<file path="src/rtl/rf_pkg.sv">
// rtl/rf_pkg.sv - shared register-file constants, counter typedef and index range helper
package rf_pkg;
    localparam int NUM_REGS = 16;
    localparam int IDX_W    = 4;
    localparam int CNT_W    = 2;
    localparam int DATA_W   = 32;

    typedef logic [CNT_W-1:0] cnt_arr_t [NUM_REGS];

    // 5-bit decode fields can name registers beyond the 16-entry file
    function automatic logic in_range(input logic [4:0] addr5);
        return 32'(addr5) < NUM_REGS;
    endfunction
endpackage

</file>
<file path="src/rtl/reg_writeback_unit_if.sv">
// rtl/reg_writeback_unit_if.sv - issue, hazard-check, MEM/WB and register-file write-port bundle
interface reg_writeback_unit_if #(
    parameter int DATA_W = 32
);
    logic              issue_valid;
    logic              issue_wr;
    logic [4:0]        issue_rd;
    logic              issue_ready;
    logic [4:0]        chk_rs;
    logic [4:0]        chk_rt;
    logic              hazard;
    logic              wb_valid;
    logic [4:0]        wb_rd;
    logic              wb_reg_write;
    logic              wb_mem_to_reg;
    logic [DATA_W-1:0] wb_alu;
    logic [DATA_W-1:0] wb_mem;
    logic [4:0]        rd;
    logic [DATA_W-1:0] write_data;
    logic              reg_write;
    logic              err;

    modport master (
        output issue_valid, issue_wr, issue_rd, chk_rs, chk_rt,
        output wb_valid, wb_rd, wb_reg_write, wb_mem_to_reg, wb_alu, wb_mem,
        input  issue_ready, hazard, rd, write_data, reg_write, err
    );

    modport slave (
        input  issue_valid, issue_wr, issue_rd, chk_rs, chk_rt,
        input  wb_valid, wb_rd, wb_reg_write, wb_mem_to_reg, wb_alu, wb_mem,
        output issue_ready, hazard, rd, write_data, reg_write, err
    );
endinterface

</file>
<file path="src/rtl/reg_writeback_unit_wb_scoreboard.sv">
// rtl/reg_writeback_unit_wb_scoreboard.sv - per-register pending-write counters and RAW hazard detect
module wb_scoreboard
    import rf_pkg::*;
#(
    parameter int NUM_REGS = rf_pkg::NUM_REGS,
    parameter int CNT_W    = rf_pkg::CNT_W
) (
    input  logic       clk,
    input  logic       rst,
    input  logic       issue_valid,
    input  logic       issue_wr,
    input  logic [4:0] issue_rd,
    output logic       issue_ready,
    input  logic [4:0] chk_rs,
    input  logic [4:0] chk_rt,
    output logic       hazard,
    input  logic       ret_valid,
    input  logic [4:0] ret_rd,
    output logic       err_set
);
    localparam logic [CNT_W-1:0] CNT_MAX = '1;

    logic [CNT_W-1:0] cnt [NUM_REGS];
    logic [IDX_W-1:0] iss_idx;
    logic [IDX_W-1:0] ret_idx;
    logic             issue_req;
    logic             inc_en;
    logic             dec_en;
    logic             underflow;

    function automatic logic pend(input logic [4:0] x);
        return in_range(x) && (x[IDX_W-1:0] != '0) && (cnt[x[IDX_W-1:0]] != '0);
    endfunction

    assign iss_idx = issue_rd[IDX_W-1:0];
    assign ret_idx = ret_rd[IDX_W-1:0];

    always_comb begin
        issue_req   = issue_valid & issue_wr;
        issue_ready = !(issue_req && (cnt[iss_idx] == CNT_MAX));
        inc_en      = issue_req && issue_ready && in_range(issue_rd) && (iss_idx != '0);
        dec_en      = ret_valid && in_range(ret_rd) && (ret_idx != '0);
        underflow   = dec_en && (cnt[ret_idx] == '0);
        err_set     = (issue_req && !in_range(issue_rd))
                    | (ret_valid && !in_range(ret_rd))
                    | underflow;
        hazard      = pend(chk_rs) | pend(chk_rt);
    end

    // An issue and a retire to the same register on one edge cancel out
    always_ff @(posedge clk) begin
        for (int i = 0; i < NUM_REGS; i++) begin
            if (rst) begin
                cnt[i] <= '0;
            end else begin
                if (inc_en && (iss_idx == IDX_W'(i)) && !(dec_en && (ret_idx == IDX_W'(i)))) begin
                    cnt[i] <= cnt[i] + 1'b1;
                end else if (dec_en && (ret_idx == IDX_W'(i)) && !(inc_en && (iss_idx == IDX_W'(i)))
                             && (cnt[i] != '0)) begin
                    cnt[i] <= cnt[i] - 1'b1;
                end
            end
        end
    end
endmodule

</file>
<file path="src/rtl/reg_writeback_unit.sv">
// rtl/reg_writeback_unit.sv - MEM/WB register, write-back mux and sticky error around the scoreboard
module reg_writeback_unit
    import rf_pkg::*;
#(
    parameter int NUM_REGS = rf_pkg::NUM_REGS,
    parameter int DATA_W   = rf_pkg::DATA_W,
    parameter int CNT_W    = rf_pkg::CNT_W
) (
    input logic                 clk,
    input logic                 rst,
    reg_writeback_unit_if.slave bus
);
    logic              wb_take;
    logic              sb_err;
    logic [DATA_W-1:0] wb_value;

    assign wb_take  = bus.wb_valid & bus.wb_reg_write;
    assign wb_value = bus.wb_mem_to_reg ? bus.wb_mem : bus.wb_alu;

    wb_scoreboard #(
        .NUM_REGS (NUM_REGS),
        .CNT_W    (CNT_W)
    ) u_scoreboard (
        .clk         (clk),
        .rst         (rst),
        .issue_valid (bus.issue_valid),
        .issue_wr    (bus.issue_wr),
        .issue_rd    (bus.issue_rd),
        .issue_ready (bus.issue_ready),
        .chk_rs      (bus.chk_rs),
        .chk_rt      (bus.chk_rt),
        .hazard      (bus.hazard),
        .ret_valid   (wb_take),
        .ret_rd      (bus.wb_rd),
        .err_set     (sb_err)
    );

    // rd/write_data hold between write-backs; only reg_write pulses
    always_ff @(posedge clk) begin
        if (rst) begin
            bus.rd         <= '0;
            bus.write_data <= '0;
            bus.reg_write  <= 1'b0;
            bus.err        <= 1'b0;
        end else begin
            bus.err <= bus.err | sb_err;
            if (wb_take) begin
                bus.rd         <= bus.wb_rd;
                bus.write_data <= wb_value;
                bus.reg_write  <= in_range(bus.wb_rd) && (bus.wb_rd[IDX_W-1:0] != '0);
            end else begin
                bus.reg_write  <= 1'b0;
            end
        end
    end
endmodule

</file>
<file path="src/flat_wrapper.sv">
// flat-port wrapper written by rule: the top's interface ports become plain ports
module reg_writeback_unit_flat import rf_pkg::*;
#(
    parameter int NUM_REGS = rf_pkg::NUM_REGS,
    parameter int DATA_W   = rf_pkg::DATA_W,
    parameter int CNT_W    = rf_pkg::CNT_W
)
  (clk, rst, bus_issue_valid, bus_issue_wr, bus_issue_rd, bus_chk_rs, bus_chk_rt, bus_wb_valid, bus_wb_rd, bus_wb_reg_write, bus_wb_mem_to_reg, bus_wb_alu, bus_wb_mem, bus_issue_ready, bus_hazard, bus_rd, bus_write_data, bus_reg_write, bus_err);
  reg_writeback_unit_if #(.DATA_W(DATA_W)) bus_i ();
  input logic clk;
  input logic rst;
  input wire logic [$bits(bus_i.issue_valid)-1:0] bus_issue_valid;
  input wire logic [$bits(bus_i.issue_wr)-1:0] bus_issue_wr;
  input wire logic [$bits(bus_i.issue_rd)-1:0] bus_issue_rd;
  input wire logic [$bits(bus_i.chk_rs)-1:0] bus_chk_rs;
  input wire logic [$bits(bus_i.chk_rt)-1:0] bus_chk_rt;
  input wire logic [$bits(bus_i.wb_valid)-1:0] bus_wb_valid;
  input wire logic [$bits(bus_i.wb_rd)-1:0] bus_wb_rd;
  input wire logic [$bits(bus_i.wb_reg_write)-1:0] bus_wb_reg_write;
  input wire logic [$bits(bus_i.wb_mem_to_reg)-1:0] bus_wb_mem_to_reg;
  input wire logic [$bits(bus_i.wb_alu)-1:0] bus_wb_alu;
  input wire logic [$bits(bus_i.wb_mem)-1:0] bus_wb_mem;
  output wire logic [$bits(bus_i.issue_ready)-1:0] bus_issue_ready;
  output wire logic [$bits(bus_i.hazard)-1:0] bus_hazard;
  output wire logic [$bits(bus_i.rd)-1:0] bus_rd;
  output wire logic [$bits(bus_i.write_data)-1:0] bus_write_data;
  output wire logic [$bits(bus_i.reg_write)-1:0] bus_reg_write;
  output wire logic [$bits(bus_i.err)-1:0] bus_err;
  assign bus_i.issue_valid = bus_issue_valid;
  assign bus_i.issue_wr = bus_issue_wr;
  assign bus_i.issue_rd = bus_issue_rd;
  assign bus_i.chk_rs = bus_chk_rs;
  assign bus_i.chk_rt = bus_chk_rt;
  assign bus_i.wb_valid = bus_wb_valid;
  assign bus_i.wb_rd = bus_wb_rd;
  assign bus_i.wb_reg_write = bus_wb_reg_write;
  assign bus_i.wb_mem_to_reg = bus_wb_mem_to_reg;
  assign bus_i.wb_alu = bus_wb_alu;
  assign bus_i.wb_mem = bus_wb_mem;
  assign bus_issue_ready = bus_i.issue_ready;
  assign bus_hazard = bus_i.hazard;
  assign bus_rd = bus_i.rd;
  assign bus_write_data = bus_i.write_data;
  assign bus_reg_write = bus_i.reg_write;
  assign bus_err = bus_i.err;
  reg_writeback_unit #(.NUM_REGS(NUM_REGS), .DATA_W(DATA_W), .CNT_W(CNT_W)) u_core (.clk(clk), .rst(rst), .bus(bus_i));
endmodule
</file>
<file path="config.mk">
export PLATFORM = sky130hd
export DESIGN_NAME = reg_writeback_unit_flat
export DESIGN_NICKNAME = d
export VERILOG_FILES = /design/src/rtl/rf_pkg.sv /design/src/rtl/reg_writeback_unit_if.sv /design/src/rtl/reg_writeback_unit_wb_scoreboard.sv /design/src/rtl/reg_writeback_unit.sv /design/src/flat_wrapper.sv
export SDC_FILE = /design/constraint.sdc
export NUM_CORES = 1
export LEC_CHECK = 0
export ABC_AREA = 1
export CELL_PAD_IN_SITES_DETAIL_PLACEMENT = 1
export CELL_PAD_IN_SITES_GLOBAL_PLACEMENT = 1
export CORE_AREA = 2 2 123 125
export DETAILED_ROUTE_END_ITERATION = 10
export DIE_AREA = 0 0 125 127
export PLACE_DENSITY = 0.94
export SLEW_MARGIN = 10
export SYNTH_ARGS = -nofsm -noshare
export SYNTH_HDL_FRONTEND = slang
export SYNTH_HIERARCHICAL = 1
export SYNTH_SLANG_ARGS = --single-unit
</file>
<file path="constraint.sdc">
create_clock -name clk -period 4.4 [get_ports clk]
set_clock_uncertainty 0.2 [all_clocks]
set_input_delay 0.44 -clock clk [delete_from_list [all_inputs] [get_ports clk]]
set_output_delay 0.44 -clock clk [all_outputs]
set_load 0.02 [all_outputs]
</file>
==> impl_metrics.env <==
export IMPL_status="finished, final reports clean"
export IMPL_drt_first_pass_iters=5
export IMPL_fin_crit_ns=3.46
export IMPL_drt_total_wl_mm=18.6
export IMPL_grt_max_degree=58
export IMPL_chipHeight_um=127
export IMPL_fin_crit_sh_pct=78.6
export IMPL_start_kind="primary input"
export IMPL_setup_worst_path_end_class="output port"
export IMPL_root_buffer="clkbuf_16"
export IMPL_max_clock_path_buffers=2
export IMPL_io_buffer_count=131
export IMPL_clock_sinks=71
export IMPL_syn_cell_area_sq_mm=0.00546
export IMPL_fmax_ghz=0.289
export IMPL_setup_tns_ns=0
export IMPL_cts_max_level=3
export IMPL_yosysSeqAreaShare_pct=31.9
export IMPL_cp_top_family="buffers and inverters"
export IMPL_layout_drive_gt1_share_pct=8.32
export IMPL_row_count=44
export IMPL_post_cts_setup_buffer_count=0
export IMPL_hold_viol=0
export IMPL_place_inst=1130
export IMPL_path_class="primary input to output port"
export IMPL_fill_cells=1887
export IMPL_clkLatencyLatePin_ns=0.35
export IMPL_rsz0062_at_grt="false"
export IMPL_setup_violations=0
export IMPL_die_x_um=125
export IMPL_postLayoutCoreUtil_pct=49.0
export IMPL_report_final_slew_viol_count=0
export IMPL_p_per_area_mw_per_mm2=272
export IMPL_drcViolationCount=0
export IMPL_worst_path_max_delay_cell="clkdlybuf4s50_1"
export IMPL_core_area_sq_mm=0.0144
export IMPL_die_area_sq_mm=0.0159
export IMPL_critPathMaxFanout=12
export IMPL_numCtsBuffers=9
export IMPL_drtIter0Drc=326
export IMPL_io_pins=132
export IMPL_num_antenna_cells=0
export IMPL_worstMarginPinSlew_ns=1.01
export IMPL_crit_top_cell="nand2_1"
export IMPL_synth_distinct_cells=34
export IMPL_finalWeightedCongestion=0.856
export IMPL_track_usage_pct=24.1
export IMPL_required_ns=3.76
export IMPL_syn_to_final_growth_pct=29.4
export IMPL_synth_flop_cell="dfxtp_1"
export IMPL_drv_cap=0
export IMPL_grt_pass1_wl_mm=30.6
export IMPL_dr_wl_met3_mm=1.86
export IMPL_ir_worst_vdd_mv=0.165
export IMPL_antenna_found_initial=0
export IMPL_routed_top_layer="met4"
export IMPL_layoutNonFillerInstCount=1146
export IMPL_ys_async_sr_fraction_pct=0
export IMPL_start_util_pct=37.9
export IMPL_dr_wl_met2_mm=8.73
export IMPL_slowest_delay_ns=0.77
export IMPL_dpl_hpwl_mm=14.2
export IMPL_wl_met1_mm=7.22
export IMPL_vias_per_cell=5.16
export IMPL_crit_arrival_ns=2.82
export IMPL_detail_route_antenna_nets=0
export IMPL_vias=5917
export IMPL_cts_resized=0
export IMPL_fin_nets=1062
export IMPL_wl_per_cell_um=16.3
export IMPL_ys_ff_latch=71
export IMPL_synth_edf_count=32
export IMPL_ys_warnings_count=6
export IMPL_path_clk_slew_ns=0.06
export IMPL_synthCells=840
export IMPL_hp_class="flop to flop"
export IMPL_grt_pass1_vias=6244
export IMPL_relSlewSlack_pct=32.3
export IMPL_p_leak_nw=3.24
export IMPL_crit_chain="clkdlybuf4s50_1, clkinv_1, nand2_1, nand2_1, nand2_1, nand2_1, nor2_1, nor2_1, nand2_1, clkdlybuf4s50_1"
export IMPL_syn_area_per_cell_sq_um=6.50
export IMPL_grt_ovfl_total=0
export IMPL_tritoncts="done"
export IMPL_hold_buffers=0
export IMPL_path_buf_inv=3
## layout make-up
class	instances	area (sq um)	area share, %
clock inverter	6	40.0	0.566
inverter	151	569	8.05
tap	184	230	3.26
sequential	71	1740	24.6
timing repair buffer	136	1340	19.0
clock buffer	10	250	3.54
multi-input combinational	588	2890	40.9
## stage by stage
step / hold WS (ns) / power [mW] / worst slack [ns] / cell area, sq um
3_5_place_dp: 0.255 / 1.20 / 0.995 / 6780
4_1_cts: 0.273 / 1.94 / 0.984 / 7070
3_3_place_gp: 0.253 / 1.18 / 1.07 / 6780
6_report: 0.274 / 1.92 / 0.940 / 7070
2_1_floorplan: 0.341 / 1.00 / 2.27 / 5470
5_1_grt: 0.314 / 2.02 / 0.776 / 7070
## worst register-to-register path: stages (launching register included)
cell      delay [ns]
edfxtp_1        0.55
nand2_1         0.13
nand2_1         0.05
nand2_1         0.05
nand2_1         0.06
nand2_1         0.05
nand2_1         0.07
nor2_1          0.14
nor2_1          0.07
nor2_1          0.31
nand3b_1        0.19
nand3_1         0.17
## placed cells by master, fill, tap and decap left out, types with 2 or more instances in the layout
master	netlist	routed
nand2_1	250	250
inv_1	143	143
clkdlybuf4s50_1	0	130
nor2_1	102	102
nand3_1	63	63
dfxtp_1	39	39
edfxtp_1	32	32
nand3_2	28	28
a21oi_1	27	27
o21ai_0	24	24
a21oi_2	16	16
ha_1	14	14
o21ai_1	13	13
clkbuf_16	0	10
nand3b_1	9	9
nor3_1	8	8
nand4_1	8	8
nand2_2	5	5
buf_4	5	5
o211ai_1	5	5
inv_4	1	4
clkinv_1	4	4
o311ai_0	4	4
inv_2	3	3
nor2_2	3	3
a31oi_1	2	2
conb_1	1	2
## where the power goes
group	switching [mW]	leakage [nW]	internal, mW
Clock	0.316	0.145	0.417
Sequential	0.0264	0.652	0.725
Combinational	0.251	2.45	0.187
Total	0.593	3.24	1.33
## metal layers
| metal | track usage [%] | vias to the layer above |
|---|---|---|
| li1 | - | 2869 |
| met1 | 26.7 | 2767 |
| met2 | 40.5 | 233 |
| met3 | 8.38 | 48 |
| met4 | 13.4 | 0 |
| met5 | 0 | - |
## worst paths after layout
kind,start,to,slack (ns),cells past startpoint
setup / recovery,bus_issue_rd[1],bus_issue_ready,0.94,10
hold / removal,u_core/bus.err,u_core/bus.err,0.27,2
hold reg to reg,u_core/bus.err,u_core/bus.err,0.27,2
setup reg to reg,u_core/u_scoreboard/cnt[2][0],u_core/u_scoreboard/cnt[8][0],2.05,11
## cells in the mapped netlist, drive strengths merged (8+ instances only)
master | instances | area share, %
inv | 147 | 10
nor2 | 105 | 7.4
buf | 28 | 4.6
nor3 | 8 | 0.73
ha | 14 | 3.2
a21oi | 43 | 5.0
nand3 | 91 | 11
nand3b | 9 | 1.2
o21ai | 37 | 3.4
edfxtp | 32 | 18
nand4 | 8 | 0.92
nand2 | 256 | 18
dfxtp | 39 | 14
## registers in the layout, summed over array words and instances, names as in the netlist
name	cells
u_core/bus.write_data	32
u_core/bus.err	1
u_core/bus.rd	5
u_core/u_scoreboard/cnt	32
u_core/bus.reg_write	1
## cell families after synthesis
family / after synthesis / synth area share (%)
buffers and inverters: 182 / 15.2
AO/OA/AOI/OAI: 94 / 10.4
adder cells (fa/ha/maj): 14 / 3.21
other: 1 / 0.0687
flip-flops: 71 / 31.9
AND/OR/NAND/NOR: 478 / 39.2
No activity file was read; power rests on OpenSTA's default activity.
